File: src/rtl/vedic_2x2_if.sv
// ============================================================================
// Module   : vedic_2x2_if
// Brief    : Operand/product bus for the 2x2 Vedic multiplier leaf cell.
// Revision : 1.0
// ============================================================================
`default_nettype none

interface vedic_2x2_if;
    logic       in_valid;
    logic [1:0] a;
    logic [1:0] b;
    logic       out_valid;
    logic [3:0] c;

    modport master (
        output in_valid,
        output a,
        output b,
        input  out_valid,
        input  c
    );

    modport slave (
        input  in_valid,
        input  a,
        input  b,
        output out_valid,
        output c
    );
endinterface

`default_nettype wire

File: src/rtl/vedic_2x2.sv
// ============================================================================
// Module   : vedic_2x2
// Brief    : Pipelined 2x2 unsigned Urdhva-Tiryagbhyam multiplier leaf cell.
// Revision : 1.0
// ============================================================================
`default_nettype none

module vedic_half_adder (
    input  wire logic i_a,
    input  wire logic i_b,
    output logic      o_sum,
    output logic      o_carry
);
    assign o_sum   = i_a ^ i_b;
    assign o_carry = i_a & i_b;
endmodule

module vedic_2x2 (
    input  wire logic   clk,
    input  wire logic   rst,
    vedic_2x2_if.slave  bus
);
    logic [1:0] r_a;
    logic [1:0] r_b;
    logic       r_v1;
    logic [3:0] r_c;
    logic       r_out_valid;

    logic       w_c0;
    logic       w_p1;
    logic       w_p2;
    logic       w_p3;
    logic       w_c1;
    logic       w_k;
    logic       w_c2;
    logic       w_c3;

    // Operand register: a/b hold across bubbles, only v1 tracks in_valid.
    always_ff @(posedge clk) begin
        if (rst) begin
            r_a  <= 2'b00;
            r_b  <= 2'b00;
            r_v1 <= 1'b0;
        end else begin
            r_v1 <= bus.in_valid;
            if (bus.in_valid) begin
                r_a <= bus.a;
                r_b <= bus.b;
            end
        end
    end

    // Vertical (a0b0, a1b1) and crosswise (a1b0, a0b1) partial products.
    assign w_c0 = r_a[0] & r_b[0];
    assign w_p1 = r_a[1] & r_b[0];
    assign w_p2 = r_a[0] & r_b[1];
    assign w_p3 = r_a[1] & r_b[1];

    vedic_half_adder u_ha1 (
        .i_a     (w_p1),
        .i_b     (w_p2),
        .o_sum   (w_c1),
        .o_carry (w_k)
    );

    vedic_half_adder u_ha2 (
        .i_a     (w_p3),
        .i_b     (w_k),
        .o_sum   (w_c2),
        .o_carry (w_c3)
    );

    // Product register holds its last value during bubbles.
    always_ff @(posedge clk) begin
        if (rst) begin
            r_c         <= 4'h0;
            r_out_valid <= 1'b0;
        end else begin
            r_out_valid <= r_v1;
            if (r_v1) begin
                r_c <= {w_c3, w_c2, w_c1, w_c0};
            end
        end
    end

    assign bus.c         = r_c;
    assign bus.out_valid = r_out_valid;
endmodule

`default_nettype wire

File: src/flat_wrapper.sv
// flat-port wrapper written by rule: the top's interface ports become plain ports
module vedic_2x2_flat 
  (clk, rst, bus_in_valid, bus_a, bus_b, bus_out_valid, bus_c);
  vedic_2x2_if bus_i ();
  input  wire logic clk;
  input  wire logic rst;
  input wire logic [$bits(bus_i.in_valid)-1:0] bus_in_valid;
  input wire logic [$bits(bus_i.a)-1:0] bus_a;
  input wire logic [$bits(bus_i.b)-1:0] bus_b;
  output wire logic [$bits(bus_i.out_valid)-1:0] bus_out_valid;
  output wire logic [$bits(bus_i.c)-1:0] bus_c;
  assign bus_i.in_valid = bus_in_valid;
  assign bus_i.a = bus_a;
  assign bus_i.b = bus_b;
  assign bus_out_valid = bus_i.out_valid;
  assign bus_c = bus_i.c;
  vedic_2x2 u_core (.clk(clk), .rst(rst), .bus(bus_i));
endmodule
File: config.mk
export PLATFORM = sky130hd
export DESIGN_NAME = vedic_2x2_flat
export DESIGN_NICKNAME = d
export VERILOG_FILES = /design/src/rtl/vedic_2x2_if.sv /design/src/rtl/vedic_2x2.sv /design/src/flat_wrapper.sv
export SDC_FILE = /design/constraint.sdc
export NUM_CORES = 1
export LEC_CHECK = 0
export ABC_AREA = 1
export CAP_MARGIN = 40
export CORE_AREA = 5 5 42 44
export CTS_BUF_LIST = sky130_fd_sc_hd__clkbuf_4
export CTS_CLUSTER_DIAMETER = 30
export DETAILED_ROUTE_END_ITERATION = 8
export DIE_AREA = 0 0 47 49
export GPL_ROUTABILITY_DRIVEN = 0
export PLACE_DENSITY = 0.59
export SKIP_CTS_REPAIR_TIMING = 1
export SLEW_MARGIN = 10
export SYNTH_ARGS = -nofsm -noshare
export SYNTH_HDL_FRONTEND = slang
export SYNTH_HIERARCHICAL = 1
export SYNTH_SLANG_ARGS = --single-unit
File: constraint.sdc
create_clock -name clk -period 1.6 [get_ports clk]
set_clock_uncertainty 0.15 [all_clocks]
set_input_delay 0.4 -clock clk [delete_from_list [all_inputs] [get_ports clk]]
set_output_delay 0.4 -clock clk [all_outputs]
set_load 0.01 [all_outputs]
### Word-level counts from Yosys, hierarchy flattened

Index checks and enable logic that the tools add are counted.
W data, S select, Z words.

| storage, ports and cells | value |
|---|---|
| output and inout port bits | 5 |
| flip-flop bits (word level) | 10 |
| word-level logic and storage cells | 13 |
| input port bits | 7 |

| operators by class | value |
|---|---|
| bitwise operators | 8 |

Operators by type and width:

| cell | number |
|---|---|
| $and A1 B1 Y1 | 6 |
| $xor A1 B1 Y1 | 2 |

### Logic depth before layout (Yosys ltp)

| logic depth | value |
|---|---|
| word-level depth | 3 |
| gate-level depth with buffers | 8 |
| depth with buffers taken out | 8 |

### Hierarchy

Netlist, hierarchy kept.

Modules (own cells, without submodules):

| module | seq. area each (µm²) | area an instance (µm²) | cells an instance | instances |
|---|---|---|---|---|
| vedic_2x2 | 200.2 | 405.4 | 62 | 1 |
| vedic_half_adder | 0.0 | 12.5 | 1 | 2 |

### Worst setup path after synthesis

OpenSTA, ideal clock, no wires.

| path | value |
|---|---|
| path type | register to register |
| start point | reg u_core.r_b[0] |
| end point | reg u_core.r_c[2] (netlist: u_core/bus.c[2]) |
| slack | 0.347 ns |
| buffers on the path | 0 |
| library setup time | 0.113 ns |
| data required time | 1.337 ns |
| clock period less this slack | 1.253 ns |
| cell stages (with the launch flop) | 9 |
| arrival | 0.990 ns |
| cell sequence | dfxtp_1 -> nand2_1 -> inv_1 -> ha_1 -> ha_1 -> inv_1 -> nand2_1 -> nand2_1 -> nor2_1 |

| on the way | value |
|---|---|
| cells in the longest elaborated chain, start to end | 3 |

RTL lines:

| what | RTL line | source |
|---|---|---|
| start, declared | vedic_2x2.sv:24 | `logic [1:0] r_b;` |
| start signal, assigned | vedic_2x2.sv:48 | `r_b <= bus.b;` |
| $and A1 B1 Y1 | vedic_2x2.sv:55 | `assign w_p1 = r_a[1] & r_b[0];` |
| net u_core.w_p1 | vedic_2x2.sv:30 | `logic w_p1;` |
| $and A1 B1 Y1 | vedic_2x2.sv:15 | `assign o_carry = i_a & i_b;` |
| net u_core.w_k | vedic_2x2.sv:34 | `logic w_k;` |
| $xor A1 B1 Y1 | vedic_2x2.sv:14 | `assign o_sum = i_a ^ i_b;` |
| net u_core.w_c2 | vedic_2x2.sv:35 | `logic w_c2;` |
| end signal, assigned | vedic_2x2.sv:81 | `r_c <= {w_c3, w_c2, w_c1, w_c0};` |
| end, declared | vedic_2x2.sv:26 | `logic [3:0] r_c;` |

The timed path passes the listed nets, and every way through them passes these cells.
A chain may end at the register's enable or synchronous reset.

### Final worst setup path

Ends and elaborated chain as after synthesis.

==> impl_metrics.env <==
export IMPL_status="finished, final reports clean"
export IMPL_grt_overflow=0
export IMPL_post_route_min_period_ns=1.313
export IMPL_die_area_um2=2303
export IMPL_yosys_warnings=6
export IMPL_dieHeight_um=49
export IMPL_multi_input_area_um2=172.7
export IMPL_clockRootBuffer="clkbuf_4"
export IMPL_hold_class="reg2reg"
export IMPL_grt_pass1_wl_um=1145
export IMPL_vias=370
export IMPL_cts_sinks=10
export IMPL_place_area_um2=563.0
export IMPL_vdd_drop_max_mv=0.4096
export IMPL_synth_edff_count=0
export IMPL_postSynthAreaPerCell_um2=6.725
export IMPL_synth_top_family_by_area="simple AND/OR/NAND/NOR gates"
export IMPL_slew_viol_final=0
export IMPL_grt_pass1_vias=314
export IMPL_synth_fa_ha_area_share_pct=5.814
export IMPL_slew_headroom_pct=81.46
export IMPL_synth_cells=64
export IMPL_pre_cts_slack_ns=0.1175
export IMPL_synth_mux_area_share_pct=0
export IMPL_coreArea_um2=1401
export IMPL_syn_nets=73
export IMPL_dp_hpwl_um=540.8
export IMPL_io_buffers=11
export IMPL_io_pins=12
export IMPL_worstSetupEndpointType="register"
export IMPL_maxCapViolations=0
export IMPL_netlist_area_leader_share_pct=46.51
export IMPL_worstSetupPathType="reg2reg"
export IMPL_tns_ns=0
export IMPL_crit_arrival_ns=1.32
export IMPL_fin_crit_sh_pct=82.08
export IMPL_setup_viol=0
export IMPL_fillers=159
export IMPL_rsz0062_at_grt="false"
export IMPL_worst_slack_ns=0.2868
export IMPL_drcViolationCount=0
export IMPL_cts_buffers=3
export IMPL_synthXorXnorAreaFrac_pct=0
export IMPL_hold_violations=0
export IMPL_antenna_cells=0
export IMPL_clock_path_buffers=2
export IMPL_clkTransAtPathRegs_ns=0.06
export IMPL_grt_max_degree=10
export IMPL_ys_seq_area_share_pct=46.51
export IMPL_totalWireLength_um=742
export IMPL_die_w_um=47
export IMPL_crit_required_ns=1.61
export IMPL_synthTopCellsByCount="20 x nand2_1, 15 x nor2_1, 13 x inv_1"
export IMPL_cp_start_kind="register"
export IMPL_regArea_um2=200.2
export IMPL_start_util_pct=30.71
export IMPL_synth_cell_types=9
export IMPL_antenna_found_initial=0
export IMPL_placementRows=14
export IMPL_crit_fanout=3
export IMPL_synth_ff_type="dfxtp_1"
export IMPL_synth_most_common_cell="nand2_1"
export IMPL_synth_area_leaders="dfxtp_1 47%, nand2_1 17%, nor2_1 13%"
export IMPL_powerDensity_nw_per_um2=850.1
export IMPL_design_area_um2=601.8
export IMPL_power_leakage_uw=0.0004032
export IMPL_synth_compound_area_share_pct=0
export IMPL_tightest_slew_ns=0.2772
export IMPL_wire_per_inst_um=7.811
export IMPL_drtPass1Iterations=2
export IMPL_fmax_mhz=761.5
export IMPL_ys_ff_latch=10
export IMPL_syn2layout_area_growth_pct=39.83
export IMPL_drive_above_1_share_pct=7.595
export IMPL_ant_nets=0
export IMPL_clock_latency_ns=0.26
export IMPL_num_nets_final=89
export IMPL_synth_async_reset_ratio_pct=0
export IMPL_yosysTopAreaCell="dfxtp_1"
export IMPL_via_per_inst=3.895
export IMPL_synth_area_um2=430.4
export IMPL_drt_iter0_drc=1
export IMPL_grtUsageTotal_pct=6.987
export IMPL_h_tree_depth=1
export IMPL_yosys_area_share_simple_pct=34.30
export IMPL_cts_tree="done"
[cells by family (layout without fill, tap and decap cells)]
family,after synthesis,after routing
simple gates,37,37
buf+inv,15,30
flops,10,10
fa+ha+maj,2,2
[path summary, 6_finish.rpt]
check,from,endpoint,slack [ns],cells past startpoint
hold / removal,u_core/bus.c[2]$_SDFFE_PP0P_,u_core/bus.c[2]$_SDFFE_PP0P_,0.32,2
hold reg to reg,u_core/bus.c[2]$_SDFFE_PP0P_,u_core/bus.c[2]$_SDFFE_PP0P_,0.32,2
setup / recovery,u_core/r_b[0]$_SDFFE_PP0P_,u_core/bus.c[2]$_SDFFE_PP0P_,0.29,8
setup reg to reg,u_core/r_b[0]$_SDFFE_PP0P_,u_core/bus.c[2]$_SDFFE_PP0P_,0.29,8
[registers in the layout (all words and copies together) (netlist names)]
| name | cells |
|---|---|
| u_core/r_b | 2 |
| u_core/bus.c | 4 |
| u_core/bus.out_valid | 1 |
| u_core/r_a | 2 |
| u_core/r_v1 | 1 |
[worst max-delay path: stages, from the launching register on]
cell	delay, ns
dfxtp_1	0.33
nand2_1	0.06
inv_1	0.04
ha_1	0.19
ha_1	0.26
inv_1	0.05
nand2_1	0.04
nand2_1	0.06
nor2_1	0.04
[through the flow]
stage	power (uW)	util, %	hold slack (ns)	std cells
CTS	523.2	42.05	0.3231	95
global route	544.3	42.95	0.3532	95
finish	511.6	42.95	0.3191	95
global placement	345.3	40.18	0.3116	91
floorplan	312.2	-	0.3131	64
detailed placement	346.6	40.18	0.3144	91
[layout make-up]
class,instances,share of cell area (%)
sequential,10,33.26
multi-input combinational,39,28.69
tap,16,3.326
clock buffer,3,3.742
clock inverter,1,0.6237
timing repair buffer,12,21.62
inverter,14,8.732
[report_power, final]
| group | switching [uW] | internal (uW) |
|---|---|---|
| clock network | 83.3 | 90.0 |
| logic | 29.7 | 35.6 |
| registers | 9.89 | 263 |
[per-layer routing]
| layer | vias to the layer above | wire [um] | track usage, % |
|---|---|---|---|
| met4 | 0 | 0 | 2.765 |
| met5 | - | 0 | 0 |
| li1 | 210 | - | - |
| met1 | 150 | 333 | 7.301 |
| met3 | 0 | 68 | 5.535 |
| met2 | 10 | 340 | 10.18 |
[cells in the final DEF, fill, tap and decap left out]
master / count
nor2_1: 15
buf_4: 1
nand3_1: 1
dfxtp_1: 10
ha_1: 2
inv_2: 1
inv_1: 13
nand2_1: 20
dlymetal6s2s_1: 5
nor2_4: 1
clkinv_1: 1
clkbuf_4: 3
clkdlybuf4s50_1: 6
Note: power is estimated with default switching activity, not from simulation.
